**config.mk**
```make
export PLATFORM = sky130hd
export DESIGN_NAME = time_bcd_converter
export DESIGN_NICKNAME = d
export VERILOG_FILES = /design/src/rtl/time_bcd_converter.sv
export SDC_FILE = /design/constraint.sdc
export NUM_CORES = 1
export LEC_CHECK = 0
export CAP_MARGIN = 10
export CORE_UTILIZATION = 45
export CTS_BUF_LIST = sky130_fd_sc_hd__clkbuf_16
export DETAILED_ROUTE_END_ITERATION = 6
export GPL_ROUTABILITY_DRIVEN = 0
export PLACE_DENSITY = 0.66
export RECOVER_POWER = 100
export SLEW_MARGIN = 20
export SYNTH_ARGS = -nofsm -noshare
export SYNTH_HDL_FRONTEND = slang
export SYNTH_SLANG_ARGS = --single-unit
```
**constraint.sdc**
```tcl
create_clock -name clk -period 8.1 [get_ports clk]
set_input_delay 1.62 -clock clk [delete_from_list [all_inputs] [get_ports clk]]
set_output_delay 1.62 -clock clk [all_outputs]
set_load 0.03 [all_outputs]
```
**src/rtl/time_bcd_converter.sv**
```systemverilog
`default_nettype none
// ============================================================================
//  Module   : time_bcd_converter
//  Purpose  : Snapshots the time or alarm count (seconds since midnight),
//             optionally folds it to 12-hour form and converts it into six
//             BCD digits by iterative subtraction. All outputs are registered
//             and update together once per conversion.
//  Revision : 1.0 - initial release
// ============================================================================
module time_bcd_converter #(
  parameter int CNT_W    = 21,
  parameter int DAY_SEC  = 86400,
  parameter int HALF_SEC = 43200
) (
  input  logic             clk,
  input  logic             rst,
  input  logic             start,
  input  logic [CNT_W-1:0] count,
  input  logic [CNT_W-1:0] count_alarm,
  input  logic             alarm_en,
  input  logic             mode,
  output logic             busy,
  output logic             done,
  output logic             err,
  output logic             pm,
  output logic [3:0]       hour1,
  output logic [3:0]       hour0,
  output logic [3:0]       min1,
  output logic [3:0]       min0,
  output logic [3:0]       sec1,
  output logic [3:0]       sec0
);

  localparam logic [CNT_W-1:0] c_DAY  = CNT_W'(DAY_SEC);
  localparam logic [CNT_W-1:0] c_HALF = CNT_W'(HALF_SEC);
  localparam logic [CNT_W-1:0] c_K_H10 = CNT_W'(36000);
  localparam logic [CNT_W-1:0] c_K_H1  = CNT_W'(3600);
  localparam logic [CNT_W-1:0] c_K_M10 = CNT_W'(600);
  localparam logic [CNT_W-1:0] c_K_M1  = CNT_W'(60);
  localparam logic [CNT_W-1:0] c_K_S10 = CNT_W'(10);

  typedef enum logic [2:0] {
    IDLE = 3'd0,
    LOAD = 3'd1,
    H10  = 3'd2,
    H1   = 3'd3,
    M10  = 3'd4,
    M1   = 3'd5,
    S10  = 3'd6,
    FIN  = 3'd7
  } state_t;

  state_t           state_q, state_d;

  // Snapshot and working registers
  logic [CNT_W-1:0] src_q, src_d;
  logic [CNT_W-1:0] rem_q, rem_d;
  logic             mode12_q, mode12_d;
  logic             pm_n_q, pm_n_d;
  logic             errf_q, errf_d;
  logic [3:0]       h1_q, h1_d, h0_q, h0_d, m1_q, m1_d, m0_q, m0_d, s1_q, s1_d;

  // Output registers
  logic             busy_q, busy_d;
  logic             done_q, done_d;
  logic             err_q, err_d;
  logic             pm_q, pm_d;
  logic [3:0]       hour1_q, hour1_d, hour0_q, hour0_d;
  logic [3:0]       min1_q, min1_d, min0_q, min0_d;
  logic [3:0]       sec1_q, sec1_d, sec0_q, sec0_d;

  // State and data registers; reset abandons any conversion in flight
  always_ff @(posedge clk) begin
    if (rst) begin
      state_q  <= IDLE;
      src_q    <= '0;
      rem_q    <= '0;
      mode12_q <= 1'b0;
      pm_n_q   <= 1'b0;
      errf_q   <= 1'b0;
      h1_q     <= '0;
      h0_q     <= '0;
      m1_q     <= '0;
      m0_q     <= '0;
      s1_q     <= '0;
      busy_q   <= 1'b0;
      done_q   <= 1'b0;
      err_q    <= 1'b0;
      pm_q     <= 1'b0;
      hour1_q  <= '0;
      hour0_q  <= '0;
      min1_q   <= '0;
      min0_q   <= '0;
      sec1_q   <= '0;
      sec0_q   <= '0;
    end else begin
      state_q  <= state_d;
      src_q    <= src_d;
      rem_q    <= rem_d;
      mode12_q <= mode12_d;
      pm_n_q   <= pm_n_d;
      errf_q   <= errf_d;
      h1_q     <= h1_d;
      h0_q     <= h0_d;
      m1_q     <= m1_d;
      m0_q     <= m0_d;
      s1_q     <= s1_d;
      busy_q   <= busy_d;
      done_q   <= done_d;
      err_q    <= err_d;
      pm_q     <= pm_d;
      hour1_q  <= hour1_d;
      hour0_q  <= hour0_d;
      min1_q   <= min1_d;
      min0_q   <= min0_d;
      sec1_q   <= sec1_d;
      sec0_q   <= sec0_d;
    end
  end

  // Next-state: capture, fold, one subtract-compare per cycle, then publish
  always_comb begin
    state_d  = state_q;
    src_d    = src_q;
    rem_d    = rem_q;
    mode12_d = mode12_q;
    pm_n_d   = pm_n_q;
    errf_d   = errf_q;
    h1_d     = h1_q;
    h0_d     = h0_q;
    m1_d     = m1_q;
    m0_d     = m0_q;
    s1_d     = s1_q;
    busy_d   = busy_q;
    done_d   = 1'b0;
    err_d    = 1'b0;
    pm_d     = pm_q;
    hour1_d  = hour1_q;
    hour0_d  = hour0_q;
    min1_d   = min1_q;
    min0_d   = min0_q;
    sec1_d   = sec1_q;
    sec0_d   = sec0_q;

    unique case (state_q)
      IDLE: begin
        // done_q marks the cycle straight after FIN; a start there is
        // treated as arriving during the conversion and dropped.
        if (start && !done_q) begin
          src_d    = alarm_en ? count_alarm : count;
          mode12_d = mode;
          busy_d   = 1'b1;
          state_d  = LOAD;
        end
      end
      LOAD: begin
        h1_d = '0;
        h0_d = '0;
        m1_d = '0;
        m0_d = '0;
        s1_d = '0;
        if (src_q >= c_DAY) begin
          errf_d  = 1'b1;
          state_d = FIN;
        end else begin
          errf_d = 1'b0;
          if (mode12_q && (src_q >= c_HALF)) begin
            rem_d  = src_q - c_HALF;
            pm_n_d = 1'b1;
          end else begin
            rem_d  = src_q;
            pm_n_d = 1'b0;
          end
          state_d = H10;
        end
      end
      H10: begin
        if (rem_q >= c_K_H10) begin
          rem_d = rem_q - c_K_H10;
          h1_d  = h1_q + 4'd1;
        end else begin
          state_d = H1;
        end
      end
      H1: begin
        if (rem_q >= c_K_H1) begin
          rem_d = rem_q - c_K_H1;
          h0_d  = h0_q + 4'd1;
        end else begin
          state_d = M10;
        end
      end
      M10: begin
        if (rem_q >= c_K_M10) begin
          rem_d = rem_q - c_K_M10;
          m1_d  = m1_q + 4'd1;
        end else begin
          state_d = M1;
        end
      end
      M1: begin
        if (rem_q >= c_K_M1) begin
          rem_d = rem_q - c_K_M1;
          m0_d  = m0_q + 4'd1;
        end else begin
          state_d = S10;
        end
      end
      S10: begin
        if (rem_q >= c_K_S10) begin
          rem_d = rem_q - c_K_S10;
          s1_d  = s1_q + 4'd1;
        end else begin
          state_d = FIN;
        end
      end
      FIN: begin
        done_d  = 1'b1;
        busy_d  = 1'b0;
        state_d = IDLE;
        if (errf_q) begin
          err_d = 1'b1;
        end else begin
          // In 12-hour mode an hour of zero (midnight or noon) reads as 12
          if (mode12_q && (h1_q == 4'd0) && (h0_q == 4'd0)) begin
            hour1_d = 4'd1;
            hour0_d = 4'd2;
          end else begin
            hour1_d = h1_q;
            hour0_d = h0_q;
          end
          min1_d = m1_q;
          min0_d = m0_q;
          sec1_d = s1_q;
          sec0_d = rem_q[3:0];
          pm_d   = pm_n_q;
        end
      end
      default: state_d = IDLE;
    endcase
  end

  assign busy  = busy_q;
  assign done  = done_q;
  assign err   = err_q;
  assign pm    = pm_q;
  assign hour1 = hour1_q;
  assign hour0 = hour0_q;
  assign min1  = min1_q;
  assign min0  = min0_q;
  assign sec1  = sec1_q;
  assign sec0  = sec0_q;

endmodule
`default_nettype wire

```
# Yosys cells after proc, flatten, opt, wreduce, memory -nomap -nowiden

Index checks and enable logic that the tools add are counted.

Magnitude comparators: 7
Reductions and logical operators: 27
Bitwise gates (word level): 3
Muxes and demuxes: 35
Add/subtract/negate cells: 11
Equal/unequal tests: 19

Operators by type and width:

| kind                                                                                   | count |
|---|---|
| 21-bit two-way mux                                                                     | 8 |
| 21-bit case mux with 6 select lines                                                    | 1 |
| 21-bit by 16-bit greater-or-equal comparator with 1-bit output (second input constant) | 2 |
| 21-bit by 16-bit subtractor with 21-bit output (second input constant)                 | 2 |
| 4-bit case mux with 2 select lines                                                     | 5 |
| 4-bit two-way mux                                                                      | 7 |
| 2-bit inequality test (second input constant)                                          | 12 |
| 3-bit case mux with 8 select lines                                                     | 1 |
| 21-bit by 10-bit greater-or-equal comparator with 1-bit output (second input constant) | 1 |
| 21-bit by 12-bit greater-or-equal comparator with 1-bit output (second input constant) | 1 |
| 21-bit by 17-bit greater-or-equal comparator with 1-bit output (second input constant) | 1 |
| 21-bit by 4-bit greater-or-equal comparator with 1-bit output (second input constant)  | 1 |
| 21-bit by 6-bit greater-or-equal comparator with 1-bit output (second input constant)  | 1 |
| 3-bit two-way mux                                                                      | 7 |
| 21-bit by 10-bit subtractor with 21-bit output (second input constant)                 | 1 |
| 21-bit by 12-bit subtractor with 21-bit output (second input constant)                 | 1 |
| 21-bit by 4-bit subtractor with 21-bit output (second input constant)                  | 1 |
| 21-bit by 6-bit subtractor with 21-bit output (second input constant)                  | 1 |
| 4-bit by 1-bit adder with 4-bit output (second input constant)                         | 5 |
| 2-bit AND reduction                                                                    | 9 |
| 3-bit equality test (second input constant)                                            | 4 |
| 2-bit nonzero test                                                                     | 6 |
| 4-bit logical NOT                                                                      | 2 |
| 7-bit AND reduction                                                                    | 1 |
| other kinds (11)                                                                       | 21 |

Output and inout bits: 28
Register bits after elaboration: 96
Input port bits: 47
Word-level logic and storage cells: 123

# Logic depth before layout (Yosys ltp)

Gate-level depths: netlist of the first run.

Depth in word-level cells: 5
Gate-level depth with buffers: 11
Gate-level depth less buffers: 9

# Least setup slack after synthesis of the first run

OpenSTA, ideal clock, no wires.

Path type: register -> register
From: reg rem_q[6]
To: reg rem_q[20]
Setup time: 95 ps
Stages on the path, launching flop included: 11
Data arrival time: 3103 ps
Clock period less this slack: 3199 ps
Buffers on the path: 1
Setup slack: 4901 ps
Required time: 8005 ps
Cell sequence: dfxtp_1 clkbuf_1 inv_1 ha_1 a21boi_1 nand3_1 a2111oi_2 nor2_1 a2111oi_2 a2111oi_0 a221oi_1

Cells in the longest elaborated chain, start to end: 3
Elaborated cells on any way between the ends: 22
Classes of those cells: add/sub: 5; order compare: 5; eq/ne: 5; mux: 6; reduce/logical: 1

RTL lines:

| item                                                                        | line | RTL |
|---|---|---|
| start: declaration                                                          | 57   | `logic [CNT_W-1:0] rem_q, rem_d;` |
| start signal: assignment                                                    | 99   | `rem_q <= rem_d;` |
| 21-bit by 4-bit subtractor with 21-bit output, or another cell as far along | 211  | `rem_d = rem_q - c_K_S10;` |
| 21-bit two-way mux, or another cell as far along                            | 210  | `if (rem_q >= c_K_S10) begin` |
| 21-bit case mux with 6 select lines or 7-bit AND reduction (tied branches)  | -    |  |

Several ways; a longest one is shown, not always the timed one. The select of a mux whose other input is x is not followed.
A chain may end at the register's enable or synchronous reset.

==> flow_summary.yaml, run 1 <==
final_layout:
  drive_gt1_frac: 0.05178
  fillers: 1471
  n_antenna_cell: 0
  final_common_cell: "nor2_1"
  finalInstanceArea_um2: 7762
  fin_nets: 996
  final_cell_mix: "nor2_1, dfxtp_1, nand2_1, a21oi_1, clkdlybuf4s50_1"
  area_growth_pct: 15.70
worst_hold_path:
  holdPathStages: 2
  hold_path.class: "reg -> reg"
  worstHoldEndpoint: "min1[1]"
  worstHoldStart: "min1[1]"
synthesis:
  synth_edf_count: 0
  ys_seq_elements: 96
  synthMuxAreaShare: 0.04233
  synth_top_family_by_area: "compound AO/OA/AOI/OAI gates"
  syn_nets: 967
  synth_adder_area_share: 0.05035
  syn_area_um2: 6709
  ys_types: 78
  yosys.area_share.simple: 0.2391
  synth_ff_type: "dfxtp_1"
  postSynthAreaPerCell_um2: 7.513
  syn-instance-count: 893
  yosys_warnings: 0
  synth-seq-area-share: 0.2865
  async_flop_share: 0
  synth_compound_area_frac: 0.2935
  synth-xor-area-share: 0.03264
sta:
  max_slew_margin: -1.687
  fin_crit_sh: 0.6165
  tightest_slew_ns: 4.030
  fin_ws_ns: 3.106
  drv_slew: 90
  rsz0062_at_grt: "false"
  fmax_ghz: 0.2003
  finalSetupViolCount: 0
  fin_setup_tns_ns: 0
  finClkSkew_ns: 0.007036
  post-route-min-period_ns: 4.994
  hold_violations: 0
clock_network:
  clkTransAtPathRegs_ns: 0.07
  hold_buffers: 0
  clk-insertion-delay-late_ns: 0.36
  clk_path_buf_depth: 2
  clock-sinks: 96
  cts_buffers: 9
  ctsResizeCount: 0
  root_buffer: "clkbuf_16"
  htree_num_levels: 3
  cts_tree: "done"
  post_cts_buffers: 0
worst_setup_path:
  reg2reg_from: "rem_q[6]"
  cp-start-kind: "primary input"
  r2r_cells: 9
  critPathKind: "in -> reg"
  crit_required_ns: 8.34
  rrSetupSlack_ns: 4.03
  crit_path_max_fanout: 89
  rr_endpoint: "rem_q[16]"
  crit_path_end_kind: "flip-flop"
  cp.arrival_ns: 5.23
run_status:
  status: "finished with violations"
  violations: "DRC, capacitance limit, slew limit"
grt:
  antenna_found_initial: 0
  gr-total-overflow: 0
  grt_pass1_wl_um: 33640
  grt_max_degree: 90
  grt_pass1_vias: 6178
  grt_use_total: 0.2842
floorplan:
  fp.dieH_um: 124.1
  die_w_um: 124.1
  rows: 44
  core_area_um2: 14530
  die_area_um2: 15400
  initial_core_util: 0.4616
  boundaryPins: 75
route:
  route.detailed.drc: 1
  via_per_inst: 6.292
  wl_met3_um: 1755
  drtAntennaViolNets: 0
  wl_met1_um: 9572
  met2_length_um: 9294
  drtIter0Drc: 910
  vias: 6990
  top_layer: "met4"
  drtPass1Iterations: 7
  wire_per_inst_um: 19.20
  routed_wl_um: 21330
placed_design:
  dp_hpwl_um: 15050
  place_area_um2: 7496
  portBuffers: 74
  dp_slack_ns: 4.229
run:
  drv_cap: 1
power_and_ir_drop:
  swShare: 0.5147
  internal-power_mw: 1.347
  clkPwrFrac: 0.151
  seq_power_share: 0.281
  comb_power_share: 0.569
  netSwitchingPower_mw: 1.429
  vdd_drop_max_mv: 0.1452
  p_leak_nw: 2.824
  p_per_area_nw_per_um2: 357.6
[how the worst max path moves through the flow]
stage | start | end
after global placement | rem_q[6] | rem_q[20]
after floorplan | rem_q[6] | rem_q[20]
after global routing | rst | s1_q[3]
after detailed placement | rem_q[6] | rem_q[20]
after CTS | rem_q[6] | rem_q[10]
final | rst | m0_q[3]
[cell families after synthesis]
family	Yosys count
flops	96
fa+ha+maj	27
xor+xnor	25
compound gates	287
simple gates	335
buf+inv	95
mux	28
[synthesized netlist by cell type, types with 7 or more instances]
cell / number / area (um^2)
dfxtp_1: 96 / 1922
nand2_1: 95 / 356.6
nand2b_1: 9 / 56.30
a2111oi_0: 8 / 70.07
a311oi_1: 9 / 78.83
mux2i_1: 25 / 250.2
a31oi_1: 8 / 50.05
o211ai_1: 9 / 67.56
xor2_1: 13 / 113.9
a211oi_1: 38 / 285.3
nor3_1: 25 / 125.1
nor2_1: 103 / 386.6
ha_1: 27 / 337.8
inv_1: 28 / 105.1
xnor2_1: 12 / 105.1
nor2b_1: 7 / 43.79
o21ai_0: 42 / 210.2
nand3_1: 30 / 150.1
clkbuf_1: 59 / 221.5
nor4_1: 11 / 68.82
or4_1: 7 / 52.55
or3_1: 10 / 62.56
a21oi_1: 88 / 440.4
a22oi_1: 9 / 67.56
[layer usage]
| metal | global-route usage | vias to the layer above |
|---|---|---|
| li1 | - | 3365 |
| met1 | 0.3982 | 3187 |
| met2 | 0.4292 | 366 |
| met3 | 0.04716 | 72 |
| met4 | 0.1153 | 0 |
| met5 | 0 | - |
[through the flow]
step	hold WS, ns	cells	util	power, mW
after CTS	0.4591	1111	0.5353	2.730
after global routing	0.4661	1111	0.5341	2.956
after detailed placement	0.4491	1095	0.5158	2.308
after global placement	0.4447	1095	0.5158	2.306
final	0.4520	1111	0.5341	2.776
after floorplan	0.4323	893	-	1.894
[power by group through the flow]
stage / combinational (mW) / sequential (mW) / clock [mW]
floorplan: 1.24 / 0.656 / 0
finish: 1.58 / 0.779 / 0.418
detailed placement: 1.53 / 0.776 / 0
CTS: 1.54 / 0.766 / 0.422
global route: 1.72 / 0.794 / 0.440
global placement: 1.53 / 0.775 / 0
[sequential cells by signal, indices dropped and copies added, names as in the netlist, 3 cells and up]
| signal | flops |
|---|---|
| hour1 | 4 |
| state_q | 3 |
| src_q | 21 |
| min1 | 4 |
| sec0 | 4 |
| hour0 | 4 |
| h1_q | 4 |
| h0_q | 4 |
| sec1 | 4 |
| s1_q | 4 |
| m0_q | 4 |
| rem_q | 21 |
| m1_q | 4 |
| min0 | 4 |
[layout make-up]
class,count,area (um^2),share of cell area
clock inverter,7,58.81,0.007576
inverter,28,105.1,0.01354
timing repair buffer,85,809.5,0.1043
tap,184,230.2,0.02966
multi-input combinational,702,4412,0.5683
sequential,96,1922,0.2476
clock buffer,9,225.2,0.02901
[worst max-delay path, cell delays in order]
cell,delay [ns]
buf_2,0.08
clkbuf_1,2.83
nand2b_1,0.57
nor2_1,0.11
(Power assumes the default switching activity.)
==> run 2: changes to the inputs <==
==> constraint.sdc (replaced) <==
create_clock -name clk -period 4.8 [get_ports clk]
set_input_delay 0.96 -clock clk [delete_from_list [all_inputs] [get_ports clk]]
set_output_delay 0.96 -clock clk [all_outputs]
set_load 0.03 [all_outputs]
==> flow_summary.yaml, run 2 (same netlist as run 1, synthesis figures left out) <==
run_status:
  status: "finished with violations"
  violations: "capacitance limit, slew limit"
floorplan:
  die_w_um: 124.1
  fp.dieH_um: 124.1
  boundaryPins: 75
  initial_core_util: 0.4616
  rows: 44
  die_area_um2: 15400
  core_area_um2: 14530
run:
  drv_cap: 1
sta:
  finClkSkew_ns: 0.01113
  drv_slew: 45
  fin_crit_sh: 0.8896
  holdWs_ns: 0.4507
  finalSetupViolCount: 0
  fin_setup_tns_ns: 0
  rsz0062_at_grt: "false"
  hold_violations: 0
  max_slew_margin: -0.1431
  fmax_ghz: 0.2342
  post-route-min-period_ns: 4.270
  tightest_slew_ns: 1.715
clock_network:
  clkTransAtPathRegs_ns: 0.07
  cts_tree: "done"
  cts_buffers: 9
  post_cts_buffers: 0
  clk_path_buf_depth: 2
  clk-insertion-delay-late_ns: 0.36
  clock-sinks: 96
  ctsResizeCount: 0
  hold_buffers: 0
  root_buffer: "clkbuf_16"
  htree_num_levels: 3
route:
  via_per_inst: 6.319
  routed_wl_um: 21370
  route.detailed.drc: 0
  drtIter0Drc: 812
  vias: 7052
  drtAntennaViolNets: 0
  drtPass1Iterations: 6
  wire_per_inst_um: 19.14
worst_setup_path:
  reg2reg_from: "rem_q[6]"
  critPathCapture: "rem_q[10]"
  critPathKind: "reg -> reg"
  crit_required_ns: 5.07
  rr_endpoint: "rem_q[10]"
  crit_path_end_kind: "flip-flop"
  crit_path_max_fanout: 32
  rrSetupSlack_ns: 0.53
  startpoint: "rem_q[6]"
  cp.arrival_ns: 4.54
  r2r_cells: 9
  cp-start-kind: "flip-flop"
power_and_ir_drop:
  vdd_drop_max_mv: 0.2393
  p_per_area_nw_per_um2: 611.0
  p_leak_nw: 2.865
final_layout:
  drive_gt1_frac: 0.05043
  fillers: 1482
  fin_nets: 1002
  n_antenna_cell: 0
  area_growth_pct: 16.37
  top_regs: "rem_q x21, src_q x21"
  final_cell_mix: "nor2_1, dfxtp_1, nand2_1, a21oi_1"
  finalInstanceArea_um2: 7807
  final_common_cell: "nor2_1"
placed_design:
  portBuffers: 74
  dp_hpwl_um: 15250
  place_area_um2: 7545
grt:
  grt_pass1_vias: 6408
  grt_use_total: 0.2861
  gr-total-overflow: 0
  grt_pass1_wl_um: 33780
  grt_max_degree: 45
  antenna_found_initial: 0
worst_hold_path:
  worstHoldStart: "sec0[2]"
  hold_path.class: "reg -> reg"
==> run 2: cell count changes in the layout (fill, tap and decap cells not counted), sizes merged <==
| cell | delta |
|---|---|
| clkinvlp | -3 |
| clkdlybuf4s50 | -1 |
| bufinv | +2 |
| clkbuf | +2 |
| dlygate4sd3 | +1 |
| buf | +4 |
==> run 2: layer usage <==
| metal | vias to the layer above | part of all wire | GRT usage |
|---|---|---|---|
| met5 | - | 0 | 0 |
| met4 | 0 | 0.033 | 0.1243 |
| met3 | 75 | 0.099 | 0.04762 |
| met2 | 380 | 0.43 | 0.4365 |
| met1 | 3210 | 0.44 | 0.3941 |
| li1 | 3387 | - | - |
==> run 2: worst max-delay path, cell delays in order, from the launching register on <==
cell	delay (ns)
dfxtp_1	0.72
inv_1	0.29
ha_1	0.29
a21boi_0	0.61
nand3_1	0.44
a2111oi_2	0.46
nor2_1	0.16
a2111o_2	0.76
o211a_1	0.21
nor4_1	0.22
==> run 2: final cells by class <==
class	count	area [um^2]	area share
Sequential cell	96	1922	0.2462
Clock inverter	6	91.34	0.01170
Tap cell	184	230.2	0.02949
Multi-Input combinational cell	702	4387	0.5619
Timing Repair Buffer	91	847.1	0.1085
Inverter	28	105.1	0.01346
Clock buffer	9	225.2	0.02885
==> run 2: worst min path at each step <==
stage               endpoint  cells after the start
detailed placement   min0[2]                      2
global placement     sec1[0]                      2
floorplan                 pm                      2
CTS                  sec1[2]                      2
finish               sec0[2]                      2
global route         sec0[2]                      2
==> run 2: report_power, final <==
group	internal (mW)	switching [mW]	total [mW]
Sequential	0.952	0.391	1.34
Clock	0.458	0.334	0.792
Combinational	0.969	1.67	2.64
==> run 2: per-stage QoR <==
step / utilization / instances / power, mW / setup slack (ns)
2_1_floorplan: - / 893 / 3.196 / 1.601
6_report: 0.5372 / 1116 / 4.770 / 0.5300
3_5_place_dp: 0.5191 / 1101 / 3.917 / 0.9260
5_1_grt: 0.5372 / 1116 / 5.092 / 0.3262
4_1_cts: 0.5409 / 1116 / 4.729 / 0.9019
3_3_place_gp: 0.5191 / 1101 / 3.916 / 1.086
==> run 3: changes to the inputs <==
--- a/config.mk
+++ b/config.mk
@@ -8,9 +8,10 @@
 export CAP_MARGIN = 10
 export CORE_UTILIZATION = 45
 export CTS_BUF_LIST = sky130_fd_sc_hd__clkbuf_16
+export CTS_CLUSTER_DIAMETER = 150
 export DETAILED_ROUTE_END_ITERATION = 6
 export GPL_ROUTABILITY_DRIVEN = 0
-export PLACE_DENSITY = 0.66
+export PLACE_DENSITY = 0.7
 export RECOVER_POWER = 100
 export SLEW_MARGIN = 20
 export SYNTH_ARGS = -nofsm -noshare
==> flow_summary.yaml, run 3 (same netlist as run 1, synthesis figures left out) <==
worst_setup_path:
  crit_path_max_fanout: 17
  critPathKind: "reg -> reg"
  rrSetupSlack_ns: 0.75
  cp-start-kind: "flip-flop"
  crit_path_end_kind: "flip-flop"
  slowest_stage: "a2111oi_2"
  reg2reg_from: "rem_q[6]"
  rr_endpoint: "rem_q[17]"
  worst_path_most_repeated_cell: "a2111oi_2"
  cp.arrival_ns: 4.32
  crit_required_ns: 5.06
  r2r_cells: 10
  crit_path_max_incr_delay_ns: 0.82
  crit_chain: "inv_1 -> ha_1 -> a21boi_0 -> nand3_1 -> clkbuf_1 -> a2111oi_2 -> nor2_1 -> a2111oi_2 -> a2111oi_0 -> o32ai_1"
sta:
  rsz0062_at_grt: "false"
  fin_setup_tns_ns: 0
  hold_violations: 0
  holdWs_ns: 0.4503
  finClkSkew_ns: 0.01410
  finalSetupViolCount: 0
  fmax_ghz: 0.2469
  fin_crit_sh: 0.8439
  max_slew_margin: -0.1600
  drv_slew: 45
  tightest_slew_ns: 1.740
  post-route-min-period_ns: 4.051
floorplan:
  fp.dieH_um: 124.1
  die_area_um2: 15400
  rows: 44
  initial_core_util: 0.4616
  boundaryPins: 75
  die_w_um: 124.1
  core_area_um2: 14530
final_layout:
  fin_nets: 1002
  multi_input_area_um2: 4389
  fillers: 1444
  top_regs: "rem_q x21, src_q x21"
  final_cell_mix: "nor2_1, dfxtp_1, nand2_1, a21oi_1"
  area_growth_pct: 16.39
  final_common_cell: "nor2_1"
  seqCellArea_um2: 1922
  n_antenna_cell: 0
  drive_gt1_frac: 0.05145
grt:
  grt_use_total: 0.2838
  grt_max_degree: 54
  grt_pass1_vias: 6404
  grt_pass1_wl_um: 33570
  antenna_found_initial: 0
  gr-total-overflow: 0
route:
  route.detailed.drc: 0
  routed_wl_um: 21010
  via_per_inst: 6.269
  drtAntennaViolNets: 0
  wire_per_inst_um: 18.81
  drtIter0Drc: 691
  drtPass1Iterations: 5
  vias: 7003
clock_network:
  clkTransAtPathRegs_ns: 0.07
  post_cts_buffers: 0
  cts_buffers: 9
  clock-sinks: 96
  root_buffer: "clkbuf_16"
  ctsResizeCount: 0
  htree_num_levels: 3
  clk_path_buf_depth: 2
  clk-insertion-delay-late_ns: 0.36
  cts_tree: "done"
  hold_buffers: 0
power_and_ir_drop:
  vdd_drop_max_mv: 0.2947
  p_per_area_nw_per_um2: 606.8
  power_mw: 4.738
  p_leak_nw: 2.867
worst_hold_path:
  holdPathStages: 2
  worstHoldStart: "min0[2]"
  worstHoldEndpoint: "min0[2]"
  hold_path.class: "reg -> reg"
run_status:
  violations: "capacitance limit, slew limit"
  status: "finished with violations"
placed_design:
  portBuffers: 74
  dp_hpwl_um: 15190
run:
  drv_cap: 1
==> run 3: worst max-delay path by stage <==
stage | start | to | slack, ns
after floorplan | rem_q[6] | rem_q[20] | 1.60
after global placement | rem_q[6] | rem_q[10] | 1.22
after detailed placement | rem_q[6] | rem_q[20] | 1.09
after CTS | rem_q[6] | rem_q[20] | 1.07
after global routing | rem_q[6] | rem_q[20] | 0.38
final | rem_q[6] | rem_q[17] | 0.75
==> run 3: layout make-up <==
cell class | instances | share of cell area
Clock buffer | 9 | 0.02884
Clock inverter | 7 | 0.01154
Inverter | 28 | 0.01346
Multi-Input combinational cell | 702 | 0.5621
Sequential cell | 96 | 0.2461
Tap cell | 184 | 0.02948
Timing Repair Buffer | 91 | 0.1085
==> run 3: routing by layer <==
metal | vias to the layer above | track usage | routed length (um)
met2 | 368 | 0.4216 | 8999
li1 | 3370 | - | -
met5 | - | 0 | 0
met3 | 70 | 0.05266 | 1961
met1 | 3195 | 0.3860 | 9216
met4 | 0 | 0.1518 | 830
==> run 3: through the flow <==
step	std cells	area, um^2	setup WS, ns	util
floorplan	893	6709	1.601	-
global placement	1101	7541	1.216	0.5189
detailed placement	1101	7541	1.091	0.5189
CTS	1117	7856	1.067	0.5405
global route	1117	7809	0.3828	0.5373
finish	1117	7809	0.7492	0.5373
==> run 3: report_power, final <==
group / total, mW / switching (mW) / internal, mW
clock network: 0.773 / 0.356 / 0.417
registers: 1.33 / 0.376 / 0.951
logic: 2.64 / 1.66 / 0.975
total: 4.74 / 2.39 / 2.34
==> run 3: critical path, delay by kind of cell, from the launching register on <==
| kind | cells | cell delay (ns) |
|---|---|---|
| AOI/OAI and AO/OA | 5 | 2.25 |
| buffers and inverters | 2 | 0.49 |
| and+or+nand+nor | 2 | 0.30 |
| DFF | 1 | 0.65 |
| adders and majority gates | 1 | 0.28 |
